### src/rtl/cv32e40p_obi_sram_bridge_pkg.sv
// Shared types for the OBI-to-SRAM bridge.
//   obi_rsp_meta_t  : per-transfer response tag {valid, we, err}
//   obi_gnt_state_e : grant FSM states
//   WAIT_CNT_W      : width of the grant-wait counter
//   in_window()     : unsigned window check, wrap below the base counts as outside
package cv32e40p_obi_pkg;

    localparam int WAIT_CNT_W = 4;

    typedef struct packed {
        logic valid;
        logic we;
        logic err;
    } obi_rsp_meta_t;

    typedef enum logic [0:0] {
        IDLE  = 1'b0,
        STALL = 1'b1
    } obi_gnt_state_e;

    // Subtraction in 32 bits makes addresses below the base wrap to huge offsets.
    function automatic logic in_window(input logic [31:0] addr,
                                       input logic [31:0] base,
                                       input logic [31:0] span);
        logic [31:0] offset;
        offset = addr - base;
        return (offset < span);
    endfunction

endpackage

### src/rtl/cv32e40p_obi_sram_bridge_if.sv
// OBI data bus plus SRAM macro port, bundled for the bridge.
//   slave  : bridge side (takes OBI requests, drives the SRAM)
//   master : core/bench side (issues OBI requests, models the SRAM)
// Signal names follow the bridge's port list (suffix = direction seen by the bridge).
interface cv32e40p_obi_sram_bridge_if #(
    parameter int MEM_WORDS = 4096
);
    localparam int AW = $clog2(MEM_WORDS);

    logic          req_i;
    logic          gnt_o;
    logic [31:0]   addr_i;
    logic          we_i;
    logic [3:0]    be_i;
    logic [31:0]   wdata_i;
    logic          rvalid_o;
    logic [31:0]   rdata_o;
    logic          err_o;
    logic          mem_busy_i;
    logic          mem_en_o;
    logic          mem_we_o;
    logic [3:0]    mem_be_o;
    logic [AW-1:0] mem_addr_o;
    logic [31:0]   mem_wdata_o;
    logic [31:0]   mem_rdata_i;

    modport slave (
        input  req_i, addr_i, we_i, be_i, wdata_i, mem_busy_i, mem_rdata_i,
        output gnt_o, rvalid_o, rdata_o, err_o,
               mem_en_o, mem_we_o, mem_be_o, mem_addr_o, mem_wdata_o
    );

    modport master (
        output req_i, addr_i, we_i, be_i, wdata_i, mem_busy_i, mem_rdata_i,
        input  gnt_o, rvalid_o, rdata_o, err_o,
               mem_en_o, mem_we_o, mem_be_o, mem_addr_o, mem_wdata_o
    );

endinterface

### src/rtl/cv32e40p_obi_sram_bridge_chk.sv
// Protocol checker for the bridge's OBI slave port.
//   clk_i, rst_i : clock, asynchronous active-high reset
//   i_state      : grant FSM state
//   i_req, i_gnt : OBI request and grant
module cv32e40p_obi_sram_bridge_chk
    import cv32e40p_obi_pkg::*;
(
    input  logic           clk_i,
    input  logic           rst_i,
    input  obi_gnt_state_e i_state,
    input  logic           i_req,
    input  logic           i_gnt
);

    // A request may not be withdrawn while it is waiting for its grant.
    a_req_held : assert property (@(posedge clk_i) disable iff (rst_i)
        (i_state == STALL) |-> i_req);

    // Grant is only ever an answer to a request.
    a_gnt_has_req : assert property (@(posedge clk_i) disable iff (rst_i)
        i_gnt |-> i_req);

endmodule

### src/rtl/cv32e40p_obi_sram_bridge_rsp_pipe.sv
// Response pipeline: stage 0 holds the tag of the transfer granted last cycle
// while the SRAM presents its read data; DEPTH further register stages follow.
//   i_clk, i_rst  : clock, asynchronous active-high clear
//   i_meta        : tag of the transfer granted this cycle (valid=0 when none)
//   i_mem_rdata   : SRAM read data (valid the cycle after a read enable)
//   o_valid/o_err/o_rdata : OBI response
module cv32e40p_obi_rsp_pipe
    import cv32e40p_obi_pkg::*;
#(
    parameter int DEPTH = 0
) (
    input  logic          i_clk,
    input  logic          i_rst,
    input  obi_rsp_meta_t i_meta,
    input  logic [31:0]   i_mem_rdata,
    output logic          o_valid,
    output logic          o_err,
    output logic [31:0]   o_rdata
);

    obi_rsp_meta_t r_s0;
    logic [31:0]   w_s0_data;

    // Stage 0 tag register, loaded on every cycle (bubbles carry valid=0).
    always_ff @(posedge i_clk or posedge i_rst) begin
        if (i_rst) begin
            r_s0 <= '0;
        end else begin
            r_s0 <= i_meta;
        end
    end

    // Only in-range reads carry SRAM data; writes and errors return zero.
    always_comb begin
        if (r_s0.valid && !r_s0.we && !r_s0.err) begin
            w_s0_data = i_mem_rdata;
        end else begin
            w_s0_data = 32'h0000_0000;
        end
    end

    generate
        if (DEPTH == 0) begin : g_direct
            // No extra latency: respond straight from stage 0.
            always_comb begin
                o_valid = r_s0.valid;
                o_err   = r_s0.valid & r_s0.err;
                o_rdata = w_s0_data;
            end
        end else begin : g_pipe
            obi_rsp_meta_t r_meta [DEPTH];
            logic [31:0]   r_data [DEPTH];

            // Delay line; a reset drops every in-flight response.
            always_ff @(posedge i_clk or posedge i_rst) begin
                if (i_rst) begin
                    for (int k = 0; k < DEPTH; k++) begin
                        r_meta[k] <= '0;
                        r_data[k] <= 32'h0000_0000;
                    end
                end else begin
                    r_meta[0] <= r_s0;
                    r_data[0] <= w_s0_data;
                    for (int k = 1; k < DEPTH; k++) begin
                        r_meta[k] <= r_meta[k-1];
                        r_data[k] <= r_data[k-1];
                    end
                end
            end

            // Response taken from the last stage.
            always_comb begin
                o_valid = r_meta[DEPTH-1].valid;
                o_err   = r_meta[DEPTH-1].valid & r_meta[DEPTH-1].err;
                o_rdata = r_data[DEPTH-1];
            end
        end
    endgenerate

endmodule

### src/rtl/cv32e40p_obi_sram_bridge.sv
// OBI data-port slave that fronts a single-port synchronous SRAM (1-cycle read).
// Grants after an optional wait, rejects out-of-window addresses with err, and
// delays every response by 1+RSP_LAT cycles after its grant.
//   clk_i, rst_i : clock, asynchronous active-high reset
//   bus          : OBI request/response and SRAM port (slave modport)
module cv32e40p_obi_sram_bridge
    import cv32e40p_obi_pkg::*;
#(
    parameter logic [31:0] ADDR_BASE = 32'h0000_0000,
    parameter int          MEM_WORDS = 4096,
    parameter int          GNT_WAIT  = 0,
    parameter int          RSP_LAT   = 0
) (
    input  logic clk_i,
    input  logic rst_i,
    cv32e40p_obi_sram_bridge_if.slave bus
);

    localparam int          AW        = $clog2(MEM_WORDS);
    localparam logic [31:0] SPAN      = 32'(MEM_WORDS * 4);
    localparam logic        GW_ZERO   = (GNT_WAIT == 0);

    obi_gnt_state_e          r_state;
    obi_gnt_state_e          w_state_nxt;
    logic [WAIT_CNT_W-1:0]   r_wait_cnt;
    logic [WAIT_CNT_W-1:0]   w_wait_cnt_nxt;
    logic                    w_wait_done;
    logic                    w_gnt;
    logic                    w_in_range;
    logic                    w_mem_en;
    logic [31:0]             w_offset;
    obi_rsp_meta_t           w_meta;
    logic                    w_rvalid;
    logic                    w_err;
    logic [31:0]             w_rdata;

    assign w_offset    = bus.addr_i - ADDR_BASE;
    assign w_in_range  = in_window(bus.addr_i, ADDR_BASE, SPAN);
    assign w_wait_done = (int'(r_wait_cnt) >= GNT_WAIT);

    // Grant FSM state and wait counter.
    always_ff @(posedge clk_i or posedge rst_i) begin
        if (rst_i) begin
            r_state    <= IDLE;
            r_wait_cnt <= 4'd0;
        end else begin
            r_state    <= w_state_nxt;
            r_wait_cnt <= w_wait_cnt_nxt;
        end
    end

    // Next state and combinational grant; the counter saturates so a long
    // busy period cannot wrap it back below the wait threshold.
    always_comb begin
        w_state_nxt    = r_state;
        w_wait_cnt_nxt = r_wait_cnt;
        w_gnt          = 1'b0;
        case (r_state)
            IDLE: begin
                if (bus.req_i) begin
                    if (!bus.mem_busy_i && GW_ZERO) begin
                        w_gnt = 1'b1;
                    end else begin
                        w_state_nxt    = STALL;
                        w_wait_cnt_nxt = 4'd1;
                    end
                end else begin
                    w_state_nxt = IDLE;
                end
            end
            STALL: begin
                if (!bus.req_i) begin
                    // Illegal withdrawal: recover rather than hang.
                    w_state_nxt    = IDLE;
                    w_wait_cnt_nxt = 4'd0;
                end else if (w_wait_done && !bus.mem_busy_i) begin
                    w_gnt          = 1'b1;
                    w_state_nxt    = IDLE;
                    w_wait_cnt_nxt = 4'd0;
                end else if (w_wait_done) begin
                    w_wait_cnt_nxt = r_wait_cnt;
                end else begin
                    w_wait_cnt_nxt = r_wait_cnt + 4'd1;
                end
            end
            default: begin
                w_state_nxt    = IDLE;
                w_wait_cnt_nxt = 4'd0;
            end
        endcase
    end

    // Response tag for the transfer granted this cycle.
    always_comb begin
        w_meta.valid = w_gnt;
        w_meta.we    = w_gnt & bus.we_i;
        w_meta.err   = w_gnt & ~w_in_range;
    end

    assign w_mem_en        = w_gnt & w_in_range;
    assign bus.gnt_o       = w_gnt;
    assign bus.mem_en_o    = w_mem_en;
    assign bus.mem_we_o    = w_mem_en & bus.we_i;
    assign bus.mem_be_o    = w_mem_en ? bus.be_i : 4'h0;
    assign bus.mem_addr_o  = w_offset[2 +: AW];
    assign bus.mem_wdata_o = bus.wdata_i;

    cv32e40p_obi_rsp_pipe #(
        .DEPTH (RSP_LAT)
    ) u_rsp_pipe (
        .i_clk       (clk_i),
        .i_rst       (rst_i),
        .i_meta      (w_meta),
        .i_mem_rdata (bus.mem_rdata_i),
        .o_valid     (w_rvalid),
        .o_err       (w_err),
        .o_rdata     (w_rdata)
    );

    assign bus.rvalid_o = w_rvalid;
    assign bus.err_o    = w_err;
    assign bus.rdata_o  = w_rdata;

    cv32e40p_obi_sram_bridge_chk u_chk (
        .clk_i   (clk_i),
        .rst_i   (rst_i),
        .i_state (r_state),
        .i_req   (bus.req_i),
        .i_gnt   (w_gnt)
    );

endmodule

### src/flat_wrapper.sv
// flat-port wrapper written by rule: the top's interface ports become plain ports
module cv32e40p_obi_sram_bridge_flat import cv32e40p_obi_pkg::*;
#(
    parameter logic [31:0] ADDR_BASE = 32'h0000_0000,
    parameter int          MEM_WORDS = 4096,
    parameter int          GNT_WAIT  = 0,
    parameter int          RSP_LAT   = 0
)
  (clk_i, rst_i, bus_req_i, bus_addr_i, bus_we_i, bus_be_i, bus_wdata_i, bus_mem_busy_i, bus_mem_rdata_i, bus_gnt_o, bus_rvalid_o, bus_rdata_o, bus_err_o, bus_mem_en_o, bus_mem_we_o, bus_mem_be_o, bus_mem_addr_o, bus_mem_wdata_o);
  cv32e40p_obi_sram_bridge_if #(.MEM_WORDS(MEM_WORDS)) bus_i ();
  input  logic clk_i;
  input  logic rst_i;
  input wire logic [$bits(bus_i.req_i)-1:0] bus_req_i;
  input wire logic [$bits(bus_i.addr_i)-1:0] bus_addr_i;
  input wire logic [$bits(bus_i.we_i)-1:0] bus_we_i;
  input wire logic [$bits(bus_i.be_i)-1:0] bus_be_i;
  input wire logic [$bits(bus_i.wdata_i)-1:0] bus_wdata_i;
  input wire logic [$bits(bus_i.mem_busy_i)-1:0] bus_mem_busy_i;
  input wire logic [$bits(bus_i.mem_rdata_i)-1:0] bus_mem_rdata_i;
  output wire logic [$bits(bus_i.gnt_o)-1:0] bus_gnt_o;
  output wire logic [$bits(bus_i.rvalid_o)-1:0] bus_rvalid_o;
  output wire logic [$bits(bus_i.rdata_o)-1:0] bus_rdata_o;
  output wire logic [$bits(bus_i.err_o)-1:0] bus_err_o;
  output wire logic [$bits(bus_i.mem_en_o)-1:0] bus_mem_en_o;
  output wire logic [$bits(bus_i.mem_we_o)-1:0] bus_mem_we_o;
  output wire logic [$bits(bus_i.mem_be_o)-1:0] bus_mem_be_o;
  output wire logic [$bits(bus_i.mem_addr_o)-1:0] bus_mem_addr_o;
  output wire logic [$bits(bus_i.mem_wdata_o)-1:0] bus_mem_wdata_o;
  assign bus_i.req_i = bus_req_i;
  assign bus_i.addr_i = bus_addr_i;
  assign bus_i.we_i = bus_we_i;
  assign bus_i.be_i = bus_be_i;
  assign bus_i.wdata_i = bus_wdata_i;
  assign bus_i.mem_busy_i = bus_mem_busy_i;
  assign bus_i.mem_rdata_i = bus_mem_rdata_i;
  assign bus_gnt_o = bus_i.gnt_o;
  assign bus_rvalid_o = bus_i.rvalid_o;
  assign bus_rdata_o = bus_i.rdata_o;
  assign bus_err_o = bus_i.err_o;
  assign bus_mem_en_o = bus_i.mem_en_o;
  assign bus_mem_we_o = bus_i.mem_we_o;
  assign bus_mem_be_o = bus_i.mem_be_o;
  assign bus_mem_addr_o = bus_i.mem_addr_o;
  assign bus_mem_wdata_o = bus_i.mem_wdata_o;
  cv32e40p_obi_sram_bridge #(.ADDR_BASE(ADDR_BASE), .MEM_WORDS(MEM_WORDS), .GNT_WAIT(GNT_WAIT), .RSP_LAT(RSP_LAT)) u_core (.clk_i(clk_i), .rst_i(rst_i), .bus(bus_i));
endmodule
### config.mk
export PLATFORM = sky130hd
export DESIGN_NAME = cv32e40p_obi_sram_bridge_flat
export DESIGN_NICKNAME = d
export VERILOG_FILES = /design/src/rtl/cv32e40p_obi_sram_bridge_pkg.sv /design/src/rtl/cv32e40p_obi_sram_bridge_if.sv /design/src/rtl/cv32e40p_obi_sram_bridge_chk.sv /design/src/rtl/cv32e40p_obi_sram_bridge_rsp_pipe.sv /design/src/rtl/cv32e40p_obi_sram_bridge.sv /design/src/flat_wrapper.sv
export SDC_FILE = /design/constraint.sdc
export NUM_CORES = 1
export LEC_CHECK = 0
export ABC_CLOCK_PERIOD_IN_PS = 3600
export CAP_MARGIN = 25
export CORE_AREA = 2 2 74 76
export DETAILED_ROUTE_END_ITERATION = 10
export DIE_AREA = 0 0 76 78
export PLACE_DENSITY = 0.8
export SLEW_MARGIN = 15
export SYNTH_ARGS = -nofsm -noshare
export SYNTH_HDL_FRONTEND = slang
export SYNTH_HIERARCHICAL = 1
export SYNTH_SLANG_ARGS = --single-unit
export TNS_END_PERCENT = 20
### constraint.sdc
create_clock -name clk_i -period 3.6 [get_ports clk_i]
set_input_delay 0.9 -clock clk_i [delete_from_list [all_inputs] [get_ports clk_i]]
set_output_delay 0.9 -clock clk_i [all_outputs]
set_load 0.01 [all_outputs]
# After elaboration in Yosys (flattened, before gate mapping)
# Cells that the tools add are included.
[word_totals]
regBits = 3
output_inout_bits = 85
word_cells = 18
[classes]
n_lt_le_gt_ge = 1
mux = 4
bitwise = 6
n_reduce_logical = 4
[ops]
columns = ["op", "count"]
rows = [
  ["less-than comparator 32 x 15 -> 1 bit, second input constant", 1],
  ["two-way mux 32 bit", 1],
  ["bitwise AND 1 bit", 5],
  ["two-way mux 4 bit", 1],
  ["logical AND 1 bit", 2],
  ["zero test 1 bit", 2],
  ["two-way mux 1 bit", 2],
  ["NOT 1 bit", 1],
]

# Logic depth before layout (Yosys ltp)
[logic_depth]
word_depth = 4
mapped_depth = 4
depth_no_buf = 3

# Hierarchy
# The synthesis kept the hierarchy.
[by_module_without_submodules]
columns = ["module", "n_inst", "cells_per_inst", "area_each_um2", "seq_area_each_um2"]
rows = [
  ["cv32e40p_obi_rsp_pipe", 1, 46, 513.0, 75.1],
  ["cv32e40p_obi_sram_bridge", 1, 65, 467.9, 0.0],
]

# Worst setup path before layout
# No wires, ideal clock.
[synth_timing]
path_kind = "input -> output"
start = "in bus_addr_i[29]"
end = "out bus_mem_en_o"
arrival_ns = 1.714
required_time_ns = 2.700
slack_ns = 0.986
path_stages = 3
n_path_buf = 0
path_cell_list = "nor4_2 -> nand3_2 -> nor4b_2"
[synth_via]
elab_chain_cells = 2
[synth_lines]
columns = ["element", "line_no", "text"]
rows = [
  ["start: declaration", "flat_wrapper.sv:14", "input wire logic [$bits(bus_i.addr_i)-1:0] bus_addr_i;"],
  ["less-than comparator 32 x 15 -> 1 bit", "cv32e40p_obi_sram_bridge_pkg.sv:27", "return (offset < span);"],
  ["bitwise AND 1 bit", "cv32e40p_obi_sram_bridge.sv:100", "assign w_mem_en = w_gnt & w_in_range;"],
  ["end: declaration", "flat_wrapper.sv:24", "output wire logic [$bits(bus_i.mem_en_o)-1:0] bus_mem_en_o;"],
]
# No other way between the ends.

# Final worst setup path
[layout_timing]
start = "in bus_addr_i[29]"
end = "out bus_mem_be_o[0]"
[layout_via]
elab_chain_cells = 3
[layout_lines]
columns = ["element", "line_no", "text"]
rows = [
  ["less-than comparator 32 x 15 -> 1 bit", "cv32e40p_obi_sram_bridge_pkg.sv:27", ""],
  ["bitwise AND 1 bit", "cv32e40p_obi_sram_bridge.sv:100", ""],
  ["two-way mux 4 bit", "cv32e40p_obi_sram_bridge.sv:104", "assign bus.mem_be_o = w_mem_en ? bus.be_i : 4'h0;"],
  ["end: declaration", "flat_wrapper.sv:26", "output wire logic [$bits(bus_i.mem_be_o)-1:0] bus_mem_be_o;"],
]
# No other way between the ends.

==> results_tabular.tex <==
\begin{tabular}{lr}
\hline
Metric & Value \\
\hline
\multicolumn{2}{l}{\textbf{Run status}} \\
\quad Run status & finished, final reports clean \\
\multicolumn{2}{l}{\textbf{Global routing}} \\
\quad First-pass GRT wire length & 5.77 mm \\
\quad Global route total overflow & 0 \\
\quad Number of antenna violations at the first check in global routing & 0 \\
\quad Largest net degree at the start of global routing & 35 \\
\quad Via count of the first global-routing pass & 1038 \\
\quad Combined global-route utilization of all metal layers & between 10 and 15\% \\
\multicolumn{2}{l}{\textbf{STA}} \\
\quad Shortest period the worst path allows & about 3.6 ns \\
\quad Hold violation total from the final report & 0 \\
\quad Highest attainable clock frequency & 0.281 GHz \\
\quad Measured slew at the worst slew-check pin & around 0.84 ns \\
\quad Setup WS post-layout & around 0.035 ns \\
\quad Final period utilization & around 99\% \\
\quad Unrepaired setup endpoints after global routing & true \\
\quad Relative slew slack & a little over two fifths \\
\quad Setup Viol. Count Final & 0 \\
\quad Final max-slew violation count & 0 \\
\multicolumn{2}{l}{\textbf{Synthesis}} \\
\quad Fraction of the mapped netlist area in compound gates & less than 1\% \\
\quad Unique cell type count in the Yosys netlist & 18 \\
\quad Post-Synthesis Net Count & 216 \\
\quad Adder-Cell Fraction of Synth Area & 0\% \\
\quad Largest family of logic cells by synthesized area & simple AND/OR/NAND/NOR gates \\
\quad Fraction of synthesized area in multiplexers & 0\% \\
\quad Seq cells post-synth & 3 \\
\quad Total of warnings raised by yosys & 6 \\
\quad Post-Synthesis Cell Area & between 900 and 1000 um2 \\
\quad Post-synthesis simple-gate area fraction & between 50\% and 60\% \\
\quad Syn avg cell area & roughly 8.8 um2 \\
\quad Number of instances in the synthesized netlist & about 110 \\
\quad Portion of the post-synthesis area used by sequential elements & $\sim$7.7\% \\
\quad Synthesized-area fraction occupied by xor and xnor cells & 0\% \\
\multicolumn{2}{l}{\textbf{Cells and area}} \\
\quad Top library cells by usage in the layout, fill and taps aside & clkdlybuf4s50\_1 (96), and4bb\_2 (25), nor4bb\_1 (7), nand2\_1 (5), nor4\_2 (4) \\
\quad Area growth, synth to finish & 80.2\% \\
\quad Reg area & about 75 um2 \\
\quad Post-route standard cell area excluding fillers & 1770 um2 \\
\quad Leading cell type in the layout, fill and taps excluded & clkdlybuf4s50\_1 \\
\quad Antenna diode count & 0 \\
\quad Number of nets in the layout & 269 \\
\quad Combined area of the multi-input logic cells & around 540 um2 \\
\quad Fill cell instance count of the final layout & 520 \\
\quad Fraction of layout instances using a drive strength above 1 & 23.3\% \\
\multicolumn{2}{l}{\textbf{CTS}} \\
\quad TritonCTS Buffers & 3 \\
\quad Clock transition at the register clock pins on the worst setup and hold paths after CTS & 0.03 ns \\
\quad CTS Sinks & 3 \\
\quad Clock root buffer & clkbuf\_8 \\
\quad H-tree depth & 1 \\
\quad Maximum buffer depth of the clock tree & 2 \\
\quad Number of setup buffers added after CTS & 0 \\
\quad CTS tree & yes \\
\multicolumn{2}{l}{\textbf{Placed design}} \\
\quad DP HPWL & $\sim$3.2 mm \\
\quad Final weighted congestion of routability-driven global placement & between 0.7 and 0.8 \\
\quad IO Port Bufs & about 100 \\
\quad Post-placement cell area & between 1500 and 2000 um2 \\
\quad Worst slack at placement & -0.0564 ns \\
\multicolumn{2}{l}{\textbf{Floorplanning}} \\
\quad Total die area & 5930 um2 \\
\quad Top Ports & 190 \\
\quad Die Wd & approximately 76 um \\
\quad Die Span Y & $\sim$78 um \\
\quad Initial core utilization & 19.5\% \\
\quad Number of rows created at floorplan & 26 \\
\quad Placeable core region & between 5000 and 6000 um2 \\
\multicolumn{2}{l}{\textbf{Setup path}} \\
\quad Worst setup path end & bus\_mem\_be\_o[0] \\
\quad Critical path startpoint category & input port \\
\quad Arrival time worst endpoint & roughly 2.7 ns \\
\quad Worst Setup End Kind & output pin \\
\quad Worst setup path startpoint & bus\_addr\_i[29] \\
\quad Worst setup path category & in2out \\
\quad Maximum fanout encountered on the critical timing path & 7 \\
\quad Data required, critical path & about 2.7 ns \\
\multicolumn{2}{l}{\textbf{Power}} \\
\quad Pwr Density & 153 nW/um2 \\
\quad Pleak & approximately 0.63 nW \\
\quad Total power & between 0.2 and 0.3 mW \\
\quad Peak VDD IR & 0.0000602 V \\
\multicolumn{2}{l}{\textbf{Detailed routing}} \\
\quad Total detailed-routing wirelength & between 3 and 4 mm \\
\quad Via count normalized by instance count & 4.47 \\
\quad Remaining design rule violation count & 0 \\
\quad Post-DR wirelength/cell & 16.5 um \\
\quad First-pass iteration count of the detailed router & 2 \\
\quad Iter 0 DRT Violations & 7 \\
\quad Final ANT Viol Nets & 0 \\
\quad Count of vias placed by the detailed router & approximately 1000 \\
\multicolumn{2}{l}{\textbf{Hold path}} \\
\quad Hold/Removal Path Class & in2async \\
\multicolumn{2}{l}{\textbf{Flow run}} \\
\quad Max capacitance violation total & 0 \\
\hline
\end{tabular}
## synthesized netlist by cell type (all sizes together)
| library cell | n | area, um2 |
|---|---|---|
| buf | 53 | 375 |
| nor4b | 1 | 15.0 |
| o21a | 1 | 7.51 |
| nor2 | 1 | 3.75 |
| nor3 | 4 | 20.0 |
| nor2b | 1 | 6.26 |
| inv | 1 | 3.75 |
| and4bb | 25 | 313 |
| nor4bb | 7 | 70.1 |
| clkbuf | 1 | 5.00 |
| dfrtp | 3 | 75.1 |
| and2 | 2 | 12.5 |
| nor4 | 4 | 37.5 |
| nand2 | 5 | 18.8 |
| nor3b | 1 | 7.51 |
| nand3 | 1 | 10.0 |
## worst max-delay path, cell delays in order
cell,delay (ns)
clkdlybuf4s50_1,0.42
nor4_2,0.31
nand3_2,0.22
nor3_1,0.25
clkdlybuf4s50_1,0.57
## layout make-up
class	count	area share, %
Clock buffer	4	2.55
Timing Repair Buffer	102	57.5
Sequential cell	3	4.25
Tap cell	70	4.95
Inverter	1	0.212
Multi-Input combinational cell	53	30.5
## worst min-delay path by stage
stage | slack, ns | endpoint | cells after the start | from
after floorplan | 0.65 | u_core/u_rsp_pipe/o_valid | 1 | rst_i
after global placement | 1.07 | u_core/u_rsp_pipe/r_s0[1] | 2 | rst_i
after detailed placement | 1.08 | u_core/u_rsp_pipe/r_s0[1] | 2 | rst_i
after CTS | 0.86 | u_core/u_rsp_pipe/r_s0[0] | 2 | rst_i
after global routing | 0.89 | u_core/u_rsp_pipe/r_s0[0] | 2 | rst_i
final | 0.86 | u_core/u_rsp_pipe/r_s0[0] | 2 | rst_i
## metrics by stage
stage,util [%],TNS [ns],hold slack (ns),instances
2_1_floorplan,-,0,0.654,111
3_3_place_gp,33.7,-0.0874,1.07,229
3_5_place_dp,33.7,-0.0636,1.08,229
4_1_cts,34.7,0,0.858,233
5_1_grt,35.1,-0.150,0.886,233
6_report,35.1,0,0.859,233
## registers in the layout (all words and copies together), names as in the netlist
signal                     flops
u_core/u_rsp_pipe/r_s0         2
u_core/u_rsp_pipe/o_valid      1
## routing by layer
layer  GRT usage (%)  wire length, um
met5               0                0
met4            5.27               69
met3            6.51              626
met2            22.8             1940
met1            10.8             1210
## kinds of logic (layout without fill, tap and decap cells)
| family | Yosys count | count (layout) |
|---|---|---|
| AND/OR/NAND/NOR | 52 | 52 |
| buffers and inverters | 55 | 107 |
| flip-flops | 3 | 3 |
| AO/OA/AOI/OAI | 1 | 1 |
## report_power, final
group	total (mW)	internal [mW]	switching, mW
sequential	0.0469	0.0353	0.0116
clock	0.0974	0.0755	0.0219
combinational	0.127	0.0976	0.0292
total	0.271	0.208	0.0627
## timing repair
item	4_1_cts	5_1_grt
hold buffers	0	0
setup endpoints to repair	2	5
gates resized for setup	2	4
pin swaps	2	0
Power figures use the tool's default switching activity.
